<file path="src/rtl/pattern_scan_engine_if.sv">
// Memory-port and start/done bundle between pattern_scan_engine (master) and its
// memory/controller side (slave).
interface pattern_scan_engine_if;
    logic       start;
    logic       done;
    logic [7:0] mem_addr;
    logic [7:0] mem_rd_data;
    logic       mem_wr_en;
    logic [7:0] mem_wr_data;

    modport master (
        input  start,
        input  mem_rd_data,
        output done,
        output mem_addr,
        output mem_wr_en,
        output mem_wr_data
    );

    modport slave (
        output start,
        output mem_rd_data,
        input  done,
        input  mem_addr,
        input  mem_wr_en,
        input  mem_wr_data
    );
endinterface

</file>
<file path="src/rtl/pattern_scan_engine.sv">
// Scans NUM_BYTES message bytes for a 5-bit pattern and writes three match counts to memory.
// Optional macro PSE_CROSS_COUNT_EN builds the byte-crossing window logic and the cts counter.
module pattern_scan_engine #(
    parameter logic [7:0] BASE_ADDR = 8'd0,
    parameter int         NUM_BYTES = 32,
    parameter logic [7:0] PAT_ADDR  = 8'd32,
    parameter logic [7:0] RES_ADDR  = 8'd33
) (
    input  logic                  clk,
    input  logic                  reset,
    pattern_scan_engine_if.master bus
);

    typedef enum logic [2:0] {
        IDLE, LOADP, SCAN, WR0, WR1, WR2, DONE
    } state_t;

    localparam logic [5:0] LAST_IDX = 6'(NUM_BYTES - 1);

    state_t     r_state;
    logic [4:0] r_pat;
    logic [5:0] r_idx;
    logic [7:0] r_ctb;
    logic [7:0] r_cto;
    logic       r_done;
    logic [7:0] r_mem_addr;
    logic       r_mem_wr_en;
    logic [7:0] r_mem_wr_data;

    logic [7:0] w_cur;
    logic [2:0] w_m_in;
    logic [7:0] w_ctb_nxt;
    logic [7:0] w_cto_nxt;
    logic [7:0] w_cts_wr;

    // Counts pattern hits among the four 5-bit windows of an 8-bit slice.
    function automatic logic [2:0] count_windows(input logic [7:0] s, input logic [4:0] p);
        logic [2:0] n;
        n = 3'd0;
        for (int k = 0; k < 4; k++) begin
            if (s[k +: 5] == p) n = n + 3'd1;
        end
        return n;
    endfunction

    assign w_cur     = bus.mem_rd_data;
    assign w_m_in    = count_windows(w_cur, r_pat);
    assign w_ctb_nxt = r_ctb + 8'(w_m_in);
    assign w_cto_nxt = r_cto + {7'd0, (w_m_in != 3'd0)};

`ifdef PSE_CROSS_COUNT_EN
    logic [7:0] r_cts;
    logic [3:0] r_prev;
    logic [2:0] w_m_x;
    logic [7:0] w_cts_nxt;

    // Windows straddling the byte boundary are w[11:4] of {prev[3:0], cur}.
    assign w_m_x     = (r_idx == 6'd0) ? 3'd0 : count_windows({r_prev, w_cur[7:4]}, r_pat);
    assign w_cts_nxt = r_cts + 8'(w_m_in) + 8'(w_m_x);
    assign w_cts_wr  = r_cts;

    always_ff @(posedge clk or posedge reset) begin
        if (reset) begin
            r_cts  <= 8'd0;
            r_prev <= 4'd0;
        end else if (r_state == LOADP) begin
            r_cts  <= 8'd0;
            r_prev <= 4'd0;
        end else if (r_state == SCAN) begin
            r_cts  <= w_cts_nxt;
            r_prev <= w_cur[3:0];
        end
    end
`else
    assign w_cts_wr = 8'h00;
`endif

    always_ff @(posedge clk or posedge reset) begin
        if (reset) begin
            r_state       <= IDLE;
            r_pat         <= 5'd0;
            r_idx         <= 6'd0;
            r_ctb         <= 8'd0;
            r_cto         <= 8'd0;
            r_done        <= 1'b0;
            r_mem_addr    <= 8'd0;
            r_mem_wr_en   <= 1'b0;
            r_mem_wr_data <= 8'd0;
        end else begin
            case (r_state)
                IDLE: begin
                    if (bus.start) begin
                        r_state    <= LOADP;
                        r_mem_addr <= PAT_ADDR;
                    end
                end
                LOADP: begin
                    r_pat      <= w_cur[4:0];
                    r_ctb      <= 8'd0;
                    r_cto      <= 8'd0;
                    r_idx      <= 6'd0;
                    r_mem_addr <= BASE_ADDR;
                    r_state    <= SCAN;
                end
                SCAN: begin
                    r_ctb <= w_ctb_nxt;
                    r_cto <= w_cto_nxt;
                    // Final byte: the first result write carries the just-updated ctb.
                    if (r_idx == LAST_IDX) begin
                        r_state       <= WR0;
                        r_mem_addr    <= RES_ADDR;
                        r_mem_wr_en   <= 1'b1;
                        r_mem_wr_data <= w_ctb_nxt;
                    end else begin
                        r_idx      <= r_idx + 6'd1;
                        r_mem_addr <= BASE_ADDR + 8'(r_idx) + 8'd1;
                    end
                end
                WR0: begin
                    r_mem_addr    <= RES_ADDR + 8'd1;
                    r_mem_wr_data <= r_cto;
                    r_state       <= WR1;
                end
                WR1: begin
                    r_mem_addr    <= RES_ADDR + 8'd2;
                    r_mem_wr_data <= w_cts_wr;
                    r_state       <= WR2;
                end
                WR2: begin
                    r_mem_addr    <= 8'd0;
                    r_mem_wr_en   <= 1'b0;
                    r_mem_wr_data <= 8'd0;
                    r_done        <= 1'b1;
                    r_state       <= DONE;
                end
                DONE: begin
                    if (bus.start) begin
                        r_done     <= 1'b0;
                        r_mem_addr <= PAT_ADDR;
                        r_state    <= LOADP;
                    end
                end
                default: r_state <= IDLE;
            endcase
        end
    end

    assign bus.done        = r_done;
    assign bus.mem_addr    = r_mem_addr;
    assign bus.mem_wr_en   = r_mem_wr_en;
    assign bus.mem_wr_data = r_mem_wr_data;

endmodule

</file>
<file path="src/flat_wrapper.sv">
// flat-port wrapper written by rule: the top's interface ports become plain ports
module pattern_scan_engine_flat 
#(
    parameter logic [7:0] BASE_ADDR = 8'd0,
    parameter int         NUM_BYTES = 32,
    parameter logic [7:0] PAT_ADDR  = 8'd32,
    parameter logic [7:0] RES_ADDR  = 8'd33
)
  (clk, reset, bus_start, bus_mem_rd_data, bus_done, bus_mem_addr, bus_mem_wr_en, bus_mem_wr_data);
  pattern_scan_engine_if bus_i ();
  input  logic clk;
  input  logic reset;
  input wire logic [$bits(bus_i.start)-1:0] bus_start;
  input wire logic [$bits(bus_i.mem_rd_data)-1:0] bus_mem_rd_data;
  output wire logic [$bits(bus_i.done)-1:0] bus_done;
  output wire logic [$bits(bus_i.mem_addr)-1:0] bus_mem_addr;
  output wire logic [$bits(bus_i.mem_wr_en)-1:0] bus_mem_wr_en;
  output wire logic [$bits(bus_i.mem_wr_data)-1:0] bus_mem_wr_data;
  assign bus_i.start = bus_start;
  assign bus_i.mem_rd_data = bus_mem_rd_data;
  assign bus_done = bus_i.done;
  assign bus_mem_addr = bus_i.mem_addr;
  assign bus_mem_wr_en = bus_i.mem_wr_en;
  assign bus_mem_wr_data = bus_i.mem_wr_data;
  pattern_scan_engine #(.BASE_ADDR(BASE_ADDR), .NUM_BYTES(NUM_BYTES), .PAT_ADDR(PAT_ADDR), .RES_ADDR(RES_ADDR)) u_core (.clk(clk), .reset(reset), .bus(bus_i));
endmodule
</file>
<file path="config.mk">
export PLATFORM = sky130hd
export DESIGN_NAME = pattern_scan_engine_flat
export DESIGN_NICKNAME = d
export VERILOG_FILES = /design/src/rtl/pattern_scan_engine_if.sv /design/src/rtl/pattern_scan_engine.sv /design/src/flat_wrapper.sv
export SDC_FILE = /design/constraint.sdc
export NUM_CORES = 1
export LEC_CHECK = 0
export BUFFER_PORTS_ARGS = -buffer_cell sky130_fd_sc_hd__clkbuf_2
export CAP_MARGIN = 30
export CORE_MARGIN = 2
export CORE_UTILIZATION = 40
export CTS_BUF_LIST = sky130_fd_sc_hd__clkbuf_16
export CTS_CLUSTER_DIAMETER = 50
export DETAILED_ROUTE_END_ITERATION = 6
export PLACE_DENSITY = 0.6
export SYNTH_ARGS = -nofsm -noshare
export SYNTH_HDL_FRONTEND = slang
export SYNTH_SLANG_ARGS = --single-unit
</file>
<file path="constraint.sdc">
create_clock -name clk -period 4.6 [get_ports clk]
set_input_delay 0.92 -clock clk [delete_from_list [all_inputs] [get_ports clk]]
set_output_delay 0.92 -clock clk [all_outputs]
set_load 0.01 [all_outputs]
</file>
## Word-level counts from Yosys, hierarchy flattened

Cells that the tools add are included.

| cells by class | value |
|---|---|
| add/sub/neg operators | 7 |
| $mul | 0 |
| div/mod/pow operators | 0 |
| order comparisons | 0 |
| equal/unequal tests | 15 |
| shift-type cells | 0 |
| mux-type cells | 20 |
| bitwise operators | 0 |
| reduce and logical (&&, ||, !) cells | 16 |

Operators with widths:

| kind | number |
|---|---|
| 8-bit one-hot mux with 5 select lines | 1 |
| 8-bit one-hot mux with 2 select lines | 2 |
| 8-bit two-way mux | 3 |
| 8-bit one-hot mux with 3 select lines | 1 |
| 5-bit == test | 4 |
| 3-bit one-hot mux with 6 select lines | 1 |
| 3-bit two-way mux | 5 |
| 6-bit one-hot mux with 2 select lines | 1 |
| 2-bit AND reduction | 6 |
| 3-bit == test, second input constant | 3 |
| 8-bit by 1-bit adder with 8-bit output | 1 |
| 8-bit by 3-bit adder with 8-bit output | 1 |
| 6-bit by 1-bit adder with 7-bit output, second input constant | 1 |
| 3-bit by 1-bit adder with 3-bit output, second input constant | 2 |
| 6-bit by 1-bit adder with 6-bit output, second input constant | 1 |
| 3-bit by 2-bit == test with 1-bit output, second input constant | 2 |
| 6-bit by 5-bit == test with 1-bit output, second input constant | 1 |
| 6-bit two-way mux | 1 |
| 2-bit nonzero test | 3 |
| 3-bit nonzero test | 2 |
| 2-bit OR reduction | 3 |
| 5-bit nonzero test | 1 |
| 2-bit by 1-bit inequality test with 1-bit output, second input constant | 2 |
| 2-bit inequality test, second input constant | 2 |
| 5 further kinds | 8 |

| storage, ports and cells | value |
|---|---|
| flip-flop bits (word level) | 48 |
| bits in latches | 0 |
| RAM bits | 0 |
| memory bits (read-only) | 0 |
| output and inout bits | 18 |
| memories | 0 |

## Depth between registers and ports, before layout

Gate-level depths: netlist (run 1).

| depth | value |
|---|---|
| word-level depth | 11 |
| mapped depth | 19 |
| gate-level depth less buffers | 18 |

## Least setup slack after synthesis (run 1)

Ideal clock, no wire load.

| timing path | value |
|---|---|
| path kind | input port to flip-flop |
| start point | input port bus_mem_rd_data[3] |
| end point | register u_core.r_mem_wr_data[7] (netlist: u_core.bus.mem_wr_data[7]) |
| arrival | 3.886 ns |
| data required time | 4.518 ns |
| setup slack | 0.632 ns |
| cell stages on the path | 16 |
| path buffers | 1 |
| cells stage by stage | buf_2 xnor2_1 and4_1 ha_1 inv_1 a21oi_1 nor2_1 inv_1 ha_1 mux2_2 ha_1 a21o_1 a21oi_1 nor3_1 nand3b_1 a31oi_1 |

| on the way | value |
|---|---|
| cells in the longest elaborated chain, start to end | 11 |
| elaborated cells on any way between the ends | 14 |

RTL lines:

| element | RTL line | RTL |
|---|---|---|
| from (decl) | flat_wrapper.sv:14 | `input wire logic [$bits(bus_i.mem_rd_data)-1:0] bus_mem_rd_data;` |
| 5-bit == test | pattern_scan_engine.sv:41 | `if (s[k +: 5] == p) n = n + 3'd1;` |
| 1-bit two-way mux | pattern_scan_engine.sv:41 |  |
| 1-bit by 1-bit adder with 2-bit output | pattern_scan_engine.sv:41 |  |
| 3-bit two-way mux | pattern_scan_engine.sv:41 |  |
| 3-bit by 1-bit adder with 3-bit output | pattern_scan_engine.sv:41 |  |
| 3-bit two-way mux | pattern_scan_engine.sv:41 |  |
| 3-bit by 1-bit adder with 3-bit output | pattern_scan_engine.sv:41 |  |
| 3-bit two-way mux * | pattern_scan_engine.sv:41 |  |
| 8-bit by 3-bit adder with 8-bit output * | pattern_scan_engine.sv:48 | `assign w_ctb_nxt = r_ctb + 8'(w_m_in);` |
| 8-bit two-way mux * | pattern_scan_engine.sv:109 | `if (r_idx == LAST_IDX) begin` |
| 8-bit one-hot mux with 3 select lines * | pattern_scan_engine.sv:90 | `case (r_state)` |
| to (signal assigned) | pattern_scan_engine.sv:113 | `r_mem_wr_data <= w_ctb_nxt;` |
| to (signal assigned) | pattern_scan_engine.sv:121 | `r_mem_wr_data <= r_cto;` |
| to (signal assigned) | pattern_scan_engine.sv:126 | `r_mem_wr_data <= w_cts_wr;` |
| to (decl) | pattern_scan_engine.sv:28 | `logic [7:0] r_mem_wr_data;` |

Every way passes the cells marked *; elsewhere a longest branch is shown, timed or not. The select of a mux whose other input is x is not followed.
A chain may end at the register's enable or synchronous reset.

## Worst setup path in the final report (run 1)

Ends and elaborated chain as after synthesis.

==> flow_summary.json, run 1 <==
{
  "rsz0062_at_grt": "no",
  "drive_gt1_share_pct": 13.99,
  "crit_buf_inv": 3,
  "startpoint_type": "input port",
  "skew_ns": 0.008656,
  "cts-resized-gates": 0,
  "hold_viol_final": 0,
  "cp_common_cell": "ha_1",
  "fp-row-count": 30,
  "synth_top_cell_by_area": "dfrtp_1",
  "final_util_pct": 46.32,
  "fp.dieW_um": 88.95,
  "sw_frac_of_total_pct": 42.39,
  "wl_um": 5950,
  "holdPathEnd": "u_core.r_cto[7]$_DFFE_PP0P_",
  "ys_types": 57,
  "pwr-share-clk_pct": 18.8,
  "cp_data_arrival_time_ns": 4.24,
  "clk_latency_ns": 0.29,
  "path_max_fanout": 6,
  "vias_per_cell": 5.155,
  "max_stage_delay_ns": 0.40,
  "maxSlewViolCount": 0,
  "synth_edf_count": 0,
  "outcome": "complete, no violations",
  "hold_ws_ns": 0.4822,
  "ctsHoldBuffers": 0,
  "setup_viol": 0,
  "yosys_warnings": 0,
  "p_int_w": 0.001077,
  "path_cells": "clkbuf_2 -> xnor2_1 -> and4_1 -> ha_1 -> inv_1 -> a21oi_1 -> nor2_1 -> inv_1 -> ha_1 -> mux2_2 -> ha_1 -> a21o_1 -> a21oi_1 -> nor3_1 -> nand3b_1 -> a31oi_1",
  "drt_pass1_iterations": 4,
  "timing.fmax_ghz": 0.2478,
  "grt_pass1_vias": 2189,
  "power_density_mw_per_mm2": 584.3,
  "num_antenna_cells": 0,
  "multi_input_area_mm2": 0.001551,
  "antenna_found_initial": 0,
  "ant_nets": 0,
  "crit_required_ns": 4.81,
  "start_util_pct": 41.79,
  "num_vias": 2227,
  "synthFlopType": "dfrtp_1",
  "cts-root-buf": "clkbuf_16",
  "synthCells": 320,
  "synth_area_leaders": "dfrtp_1 41%, xnor2_1 6.7%, nand2_1 4.9%",
  "r2r_start": "u_core.r_pat[0]$_DFFE_PP0P_",
  "leakage_nw": 1.495,
  "cts_made_buffers": 5,
  "grt-ovfl-total": 0,
  "worstRegToRegCells": 16,
  "nFillCells": 703,
  "setup_tns_ns": 0,
  "cap_violations": 0,
  "worst_pin_slew_ns": 0.8681,
  "seq_area_mm2": 0.001176,
  "worst-r2r-setup-slack_ns": 0.80,
  "end_kind": "flop",
  "pwr-share-comb_pct": 43.9,
  "fp.dieArea_mm2": 0.007912,
  "first_iter_violations": 108,
  "seqPwrFrac_pct": 37.3,
  "path_delay_family": "adder cells",
  "area_growth_pct": 10.84,
  "routedWlPerCell_um": 13.77,
  "netlist.area_leader.share_pct": 40.75,
  "place.detailed.hpwl_um": 4450,
  "post-route-drc-count": 0,
  "cts_sinks": 47,
  "finalCriticalPeriod_ns": 4.036,
  "hold_start": "u_core.r_cto[7]$_DFFE_PP0P_",
  "critPathKind": "in2reg",
  "layout.nets": 356,
  "p_sw_w": 0.0007924,
  "track_usage_pct": 16.81,
  "synthesis.area_mm2": 0.002887,
  "grt_pass1_wl_um": 10330,
  "synth-seq-area-share_pct": 40.75,
  "synth_nets": 341,
  "worstHoldPathType": "reg2reg",
  "cpMaxStageDelayCell": "a21oi_1",
  "postCtsSetupBuffers": 0,
  "syn_area_per_cell_um2": 9.020,
  "finalCritPeriodShare_pct": 87.74,
  "io_buffers": 27,
  "cts_tree": "done",
  "grt_start_max_net_pins": 30,
  "path_clk_slew_ns": 0.06,
  "ys_seq_elements": 47,
  "htree_levels": 2,
  "core_mm2": 0.006907,
  "vdd_drop_max_v": 0.0002532,
  "r2r-end": "u_core.bus.mem_wr_data[7]$_DFFE_PP0P_",
  "cts_buffer_depth": 2,
  "place_congestion": 0.8107,
  "hold_depth": 1,
  "ios": 29,
  "die-height_um": 88.95,
  "synth_async_sr_flop_share_pct": 100.0,
  "slew_headroom_pct": 41.74
}
-- placed cells by master (no fill, tap or decap), types with 2 or more instances in the layout --
cell type and n:
nand3_1 15, o31ai_1 5, dfrtp_1 47, and2_1 2
nand2b_1 4, a21oi_1 12, nor3_1 4, nand3b_1 2
inv_1 14, and3_1 5, ha_1 9, nor2b_1 4
a22o_1 5, mux2i_1 5, clkbuf_2 27, or2_1 3
a221oi_1 4, xnor2_1 22, o21ai_1 2, clkbuf_16 5
o21ai_0 23, nand2_1 38, nor2_1 27, xor2_1 9
o211ai_1 2, clkinv_2 3, a31oi_1 2, nand4_1 3
a21o_1 4
-- cell usage after synthesis, types with 7 or more instances --
library cell   n
dfrtp_1       47
nand2_1       38
nor2_1        27
o21ai_0       23
xnor2_1       22
inv_1         15
nand3_1       15
a21oi_1       12
buf_2         10
ha_1           9
xor2_1         9
clkbuf_1       7
-- through the flow --
stage / total power (W) / setup slack (ns) / cell area [µm²] / std cells
2_1_floorplan: 0.001340 / 0.6324 / 2887 / 320
3_3_place_gp: 0.001519 / 0.4078 / 3039 / 423
3_5_place_dp: 0.001536 / 0.2744 / 3059 / 424
4_1_cts: 0.001889 / 0.5606 / 3199 / 432
5_1_grt: 0.002037 / 0.2412 / 3199 / 432
6_report: 0.001869 / 0.5638 / 3199 / 432
-- sequential cells by signal (all words and copies together) (netlist names) --
| name | count |
|---|---|
| u_core.bus.mem_addr | 7 |
| u_core.bus.mem_wr_data | 8 |
| u_core.r_pat | 5 |
| u_core.bus.mem_wr_en | 1 |
| u_core.bus.done | 1 |
| u_core.r_idx | 6 |
| u_core.r_ctb | 8 |
| u_core.r_state | 3 |
| u_core.r_cto | 8 |
-- cell families after synthesis --
group,after synthesis,synth area share [%]
buf+inv,35,5.505
compound gates,74,17.34
other cells,1,0.1299
simple gates,116,20.16
xor+xnor,31,9.406
mux,6,2.124
fa+ha+maj,10,4.595
flops,47,40.75
-- area by class of cell --
type	instances	share of cell area, %
repair buffers	28	4.849
flip-flops and latches	47	36.76
multi-input cells	238	48.49
well taps	96	3.754
clock buffers	5	3.911
inverters	15	1.760
clock inverters	3	0.4693
-- how the worst max path moves through the flow --
stage / startpoint / endpoint / slack (ns) / cells after the start
6_report: bus_mem_rd_data[3] / u_core.bus.mem_wr_data[7]$_DFFE_PP0P_ / 0.56 / 16
5_1_grt: bus_mem_rd_data[1] / u_core.bus.mem_wr_data[3]$_DFFE_PP0P_ / 0.24 / 17
4_1_cts: bus_mem_rd_data[3] / u_core.bus.mem_wr_data[7]$_DFFE_PP0P_ / 0.56 / 16
3_5_place_dp: bus_mem_rd_data[3] / u_core.bus.mem_wr_data[7]$_DFFE_PP0P_ / 0.27 / 16
3_3_place_gp: bus_mem_rd_data[1] / u_core.bus.mem_wr_data[3]$_DFFE_PP0P_ / 0.41 / 17
2_1_floorplan: bus_mem_rd_data[3] / u_core.bus.mem_wr_data[7]$_DFFE_PP0P_ / 0.63 / 16
-- per-layer routing --
| layer | up-vias | share of wire [%] | GRT usage (%) |
|---|---|---|---|
| met3 | 11 | 2.8 | 3.232 |
| li1 | 1140 | - | - |
| met1 | 1052 | 49 | 23.30 |
| met4 | 0 | 1.3 | 4.071 |
| met2 | 24 | 47 | 27.41 |
| met5 | - | 0 | 0 |
-- power by group through the flow --
| stage | combinational, W | clock [W] | sequential, W |
|---|---|---|---|
| floorplan | 0.000713 | 0 | 0.000627 |
| global placement | 0.000816 | 0 | 0.000703 |
| detailed placement | 0.000831 | 0 | 0.000705 |
| CTS | 0.000833 | 0.000359 | 0.000696 |
| global route | 0.000941 | 0.000375 | 0.000720 |
| finish | 0.000821 | 0.000351 | 0.000697 |
No activity file was read; power rests on OpenSTA's default activity.
==> inputs of run 2 (changes only) <==
--- a/config.mk
+++ b/config.mk
@@ -7,6 +7,7 @@
 export LEC_CHECK = 0
 export BUFFER_PORTS_ARGS = -buffer_cell sky130_fd_sc_hd__clkbuf_2
 export CAP_MARGIN = 30
+export CORE_ASPECT_RATIO = 0.9
 export CORE_MARGIN = 2
 export CORE_UTILIZATION = 40
 export CTS_BUF_LIST = sky130_fd_sc_hd__clkbuf_16
==> constraint.sdc (replaced) <==
create_clock -name clk -period 3.75 [get_ports clk]
set_input_delay 0.75 -clock clk [delete_from_list [all_inputs] [get_ports clk]]
set_output_delay 0.75 -clock clk [all_outputs]
set_load 0.01 [all_outputs]
==> run 2 against run 1 <==
Non-clock buffer count increased by 11. Register-to-register slack got worse by 0.54 ns. Clock-buffer cell count unchanged. Sequential share of layout area decreased by 1.8 points. Via count increased by 3.9%. Critical path depth increased by 1. Global-route usage decreased by 0.68 points. Wire length increased by 3.3%. Sequential cell count unchanged. Largest power group unchanged.
==> flow_summary.json, run 2 (synthesis results as in run 1) <==
{
  "outcome": "complete, no violations",
  "fp-row-count": 29,
  "htree_levels": 2,
  "wl_um": 6148,
  "crit_buf_inv": 3,
  "fp.dieW_um": 93.55,
  "cp_common_cell": "ha_1",
  "cts_made_buffers": 5,
  "rsz0062_at_grt": "yes",
  "power_density_mw_per_mm2": 739.3,
  "preCtsSetupSlack_ns": -0.1064,
  "slew_headroom_pct": 46.76,
  "seq_area_mm2": 0.001176,
  "vdd_drop_max_v": 0.0003526,
  "grt_pass1_vias": 2217,
  "ios": 29,
  "timing.fmax_ghz": 0.2819,
  "place.detailed.hpwl_um": 4440,
  "grt_start_max_net_pins": 36,
  "layout.nets": 367,
  "clk_latency_ns": 0.29,
  "path_delay_family": "adder cells",
  "critPathKind": "in2reg",
  "core_mm2": 0.007039,
  "cpMaxStageDelayCell": "nor3_1",
  "setup_tns_ns": 0,
  "drive_gt1_share_pct": 18.44,
  "ant_nets": 0,
  "power_w": 0.002485,
  "ctsHoldBuffers": 0,
  "cts_buffer_depth": 2,
  "start_util_pct": 41.01,
  "post-route-drc-count": 0,
  "setup_viol": 0,
  "cts-root-buf": "clkbuf_16",
  "io_buffers": 27,
  "grt_pass1_wl_um": 10390,
  "num_antenna_cells": 0,
  "grt-ovfl-total": 0,
  "place_congestion": 0.7786,
  "layout_common_cells": "47 x dfrtp_1, 38 x nand2_1, 27 x nor2_1, 27 x clkbuf_2, 22 x o21ai_0",
  "drt_pass1_iterations": 4,
  "maxSlewViolCount": 0,
  "finalCriticalPeriod_ns": 3.547,
  "max_stage_delay_ns": 0.36,
  "num_vias": 2314,
  "cts-resized-gates": 0,
  "mostFrequentLayoutCell": "dfrtp_1",
  "finalNonFillerCells": 440,
  "path_max_fanout": 4,
  "antenna_found_initial": 0,
  "end_kind": "flop",
  "skew_ns": 0.006415,
  "finalCritPeriodShare_pct": 94.59,
  "startpoint_type": "input port",
  "cap_violations": 0,
  "leakage_nw": 1.574,
  "multi_input_area_mm2": 0.001582,
  "hold_viol_final": 0,
  "routedWlPerCell_um": 13.97,
  "worstHoldPathType": "in2async",
  "vias_per_cell": 5.259,
  "fp.dieArea_mm2": 0.007913,
  "path_clk_slew_ns": 0.07,
  "cp_data_arrival_time_ns": 3.72,
  "track_usage_pct": 16.13,
  "cts_tree": "done",
  "area_growth_pct": 16.43,
  "hold_ws_ns": 0.3890,
  "crit_required_ns": 3.92,
  "path_cells": "clkbuf_2 -> xor2_1 -> nor2_1 -> and4_1 -> ha_1 -> inv_1 -> a21oi_1 -> nor2_1 -> inv_1 -> ha_1 -> mux2_2 -> ha_1 -> a21o_1 -> a21oi_2 -> nor3_1 -> o21bai_1 -> a22o_1",
  "cts_sinks": 47,
  "die-height_um": 84.59,
  "setup_slack_ns": 0.2029,
  "postCtsSetupBuffers": 0,
  "worst_pin_slew_ns": 0.7932,
  "nFillCells": 675,
  "first_iter_violations": 66,
  "placed_cells": 432
}
run 2: path summary, 6_finish.rpt:
kind / from / end / slack (ns) / cells past startpoint
worst min-delay path: reset / u_core.r_state[1]$_DFFE_PP0P_ / 0.39 / 2
min in group clk: u_core.bus.mem_addr[3]$_DFFE_PP0P_ / u_core.bus.mem_addr[3]$_DFFE_PP0P_ / 0.48 / 2
worst min register to register: u_core.bus.mem_addr[3]$_DFFE_PP0P_ / u_core.bus.mem_addr[3]$_DFFE_PP0P_ / 0.48 / 2
worst max-delay path: bus_mem_rd_data[1] / u_core.r_ctb[7]$_DFFE_PP0P_ / 0.20 / 17
worst max register to register: u_core.r_pat[0]$_DFFE_PP0P_ / u_core.r_ctb[7]$_DFFE_PP0P_ / 0.26 / 16
max in group asynchronous: reset / u_core.r_ctb[5]$_DFFE_PP0P_ / 2.88 / 3
run 2: per-stage QoR:
stage / cell area [µm²] / util [%]
final: 3361 / 47.74
after detailed placement: 3142 / 44.63
after floorplan: 2890 / -
after global routing: 3361 / 47.74
after global placement: 3122 / 44.35
after CTS: 3334 / 47.37
run 2: area by class of cell:
class | count | area share [%]
clock buffers | 5 | 3.723
clock inverters | 3 | 2.010
inverters | 15 | 1.675
multi-input cells | 238 | 47.06
flip-flops and latches | 47 | 35.00
well taps | 93 | 3.462
repair buffers | 39 | 7.074
run 2: metal layers:
layer	global-route usage, %	share of wire [%]	vias to the layer above
met5	0	0	-
met4	3.557	0.52	0
met3	3.321	3.3	4
met2	24.26	45	39
met1	24.06	52	1112
li1	-	-	1159
run 2: report_power, final:
group	internal, W	switching, W	leakage (nW)
registers	0.000656	0.000201	0.623
logic	0.000450	0.000606	0.861
clock network	0.000382	0.000191	0.0900
total	0.00149	0.000997	1.57
==> inputs of run 3 (changes only) <==
--- a/config.mk
+++ b/config.mk
@@ -7,13 +7,15 @@
 export LEC_CHECK = 0
 export BUFFER_PORTS_ARGS = -buffer_cell sky130_fd_sc_hd__clkbuf_2
 export CAP_MARGIN = 30
+export CELL_PAD_IN_SITES_DETAIL_PLACEMENT = 1
+export CELL_PAD_IN_SITES_GLOBAL_PLACEMENT = 1
 export CORE_ASPECT_RATIO = 0.9
 export CORE_MARGIN = 2
 export CORE_UTILIZATION = 40
 export CTS_BUF_LIST = sky130_fd_sc_hd__clkbuf_16
 export CTS_CLUSTER_DIAMETER = 50
 export DETAILED_ROUTE_END_ITERATION = 6
-export PLACE_DENSITY = 0.6
+export PLACE_DENSITY = 0.74
 export SYNTH_ARGS = -nofsm -noshare
 export SYNTH_HDL_FRONTEND = slang
 export SYNTH_SLANG_ARGS = --single-unit
==> run 3 against run 2 <==
Cell count increased by 1.8%. Hold slack better by 0.079 ns. Clock power shrank 12%. Sequential cell count is the same. Wire length rose by 15%. Combinational power up 7%. Clock-buffer cell count did not move. Sequential power barely moved. Non-clock buffer count up 8. Critical endpoint is now u_core.bus.mem_wr_data[3]$_DFFE_PP0P_. Highest routed layer unchanged.
==> flow_summary.json, run 3 (synthesis results as in run 1) <==
{
  "p_int_w": 0.001447,
  "path_max_fanout": 4,
  "hold_ws_ns": 0.4679,
  "grt_pass1_vias": 2452,
  "antenna_found_initial": 0,
  "post-route-drc-count": 0,
  "sw_frac_of_total_pct": 42.00,
  "p_sw_w": 0.001048,
  "vdd_drop_max_v": 0.0004477,
  "slew_headroom_pct": 38.79,
  "vias_per_cell": 5.288,
  "clk_latency_ns": 0.29,
  "drive_gt1_share_pct": 21.69,
  "core_mm2": 0.007039,
  "startpoint_type": "input port",
  "die-height_um": 84.59,
  "wl_um": 7073,
  "cp_data_arrival_time_ns": 3.75,
  "pwr-share-comb_pct": 45.4,
  "num_vias": 2369,
  "track_usage_pct": 18.57,
  "seqPwrFrac_pct": 34.5,
  "setup_viol": 0,
  "grt_pass1_wl_um": 11710,
  "first_iter_violations": 100,
  "finalCritPeriodShare_pct": 95.57,
  "start_util_pct": 41.01,
  "cts_sinks": 47,
  "area_growth_pct": 18.60,
  "critPathKind": "in2reg",
  "drt_pass1_iterations": 4,
  "cts-root-buf": "clkbuf_16",
  "cts_made_buffers": 5,
  "power_w": 0.002494,
  "fp.dieArea_mm2": 0.007913,
  "preCtsSetupSlack_ns": -0.1852,
  "pwr-share-clk_pct": 20.2,
  "finalCriticalPeriod_ns": 3.584,
  "ant_nets": 0,
  "place.detailed.hpwl_um": 5086,
  "cap_violations": 0,
  "place_congestion": 0.8074,
  "ctsHoldBuffers": 0,
  "routedWlPerCell_um": 15.79,
  "end_kind": "flop",
  "layout_common_cells": "47 x dfrtp_1, 38 x nand2_1, 27 x clkbuf_2",
  "crit_required_ns": 3.92,
  "fp.dieW_um": 93.55,
  "final_util_pct": 48.63,
  "htree_levels": 2,
  "grt-ovfl-total": 0,
  "layout.nets": 375,
  "timing.fmax_ghz": 0.2790,
  "num_antenna_cells": 0,
  "hold_viol_final": 0,
  "power_density_mw_per_mm2": 728.6,
  "worstHoldPathType": "in2async",
  "worst_pin_slew_ns": 0.9120,
  "ios": 29,
  "outcome": "complete, no violations",
  "fp-row-count": 29,
  "grt_start_max_net_pins": 27,
  "setup_slack_ns": 0.1661,
  "mostFrequentLayoutCell": "dfrtp_1",
  "cts_tree": "done",
  "maxSlewViolCount": 0,
  "path_clk_slew_ns": 0.06,
  "cts_buffer_depth": 2,
  "leakage_nw": 1.609,
  "io_buffers": 27,
  "rsz0062_at_grt": "yes",
  "skew_ns": 0.002839
}
## run 3: power by group through the flow
stage	combinational, W	clock, W	sequential, W
final	0.00113	0.000503	0.000860
after global routing	0.00128	0.000531	0.000890
after floorplan	0.000875	0	0.000769
after CTS	0.00111	0.000513	0.000860
after global placement	0.00105	0	0.000861
after detailed placement	0.00110	0	0.000868
## run 3: cell type report
type	instances	area, µm²
multi-input combinational	238	1613
fill	851	3616
tap	93	116.4
inverter	15	56.30
clock inverter	3	38.79
timing repair buffer	47	297.8
sequential	47	1176
clock buffer	5	125.1
## run 3: final timing paths
check                      cells after the start                                     to  slack (ns)                             startpoint
min in group clk                               2  u_core.bus.mem_wr_data[1]$_DFFE_PP0P_        0.48  u_core.bus.mem_wr_data[1]$_DFFE_PP0P_
hold / removal                                 2     u_core.bus.mem_addr[2]$_DFFE_PP0P_        0.47                                  reset
setup reg to reg                              16  u_core.bus.mem_wr_data[3]$_DFFE_PP0P_        0.23            u_core.r_pat[0]$_DFFE_PP0P_
hold reg to reg                                2  u_core.bus.mem_wr_data[1]$_DFFE_PP0P_        0.48  u_core.bus.mem_wr_data[1]$_DFFE_PP0P_
max in group asynchronous                      3            u_core.r_ctb[1]$_DFFE_PP0P_        2.77                                  reset
setup / recovery                              17  u_core.bus.mem_wr_data[3]$_DFFE_PP0P_        0.17                     bus_mem_rd_data[1]
## run 3: per-stage QoR
step,std cells,instance area [µm²],setup TNS (ns)
2_1_floorplan,320,2890,0
3_3_place_gp,438,3174,-0.2402
3_5_place_dp,439,3194,-1.127
4_1_cts,447,3358,0
5_1_grt,448,3423,-0.07576
6_report,448,3423,0
## run 3: worst max-delay path: stages
cell and delay, ns:
clkbuf_2 0.12, xor2_1 0.16, nor2_1 0.06, and4_1 0.20
ha_1 0.32, inv_1 0.10, a21oi_2 0.05, nor2_2 0.13
inv_1 0.06, ha_1 0.30, mux2_2 0.28, ha_1 0.28
a21o_1 0.21, a21oi_4 0.21, xnor2_1 0.12, a221oi_2 0.33
nor2_1 0.07
## run 3: timing repair
action | in CTS | in global routing
gates resized for setup | 0 | 13
setup endpoints to repair | 0 | 9
buffers inserted | 0 | 1
## run 3: layer usage
metal / GRT usage, % / routed length, µm / vias up
li1: - / - / 1168
met1: 25.21 / 3424 / 1159
met2: 30.22 / 3355 / 32
met3: 3.321 / 194 / 10
met4: 5.929 / 99 / 0
met5: 0 / 0 / -
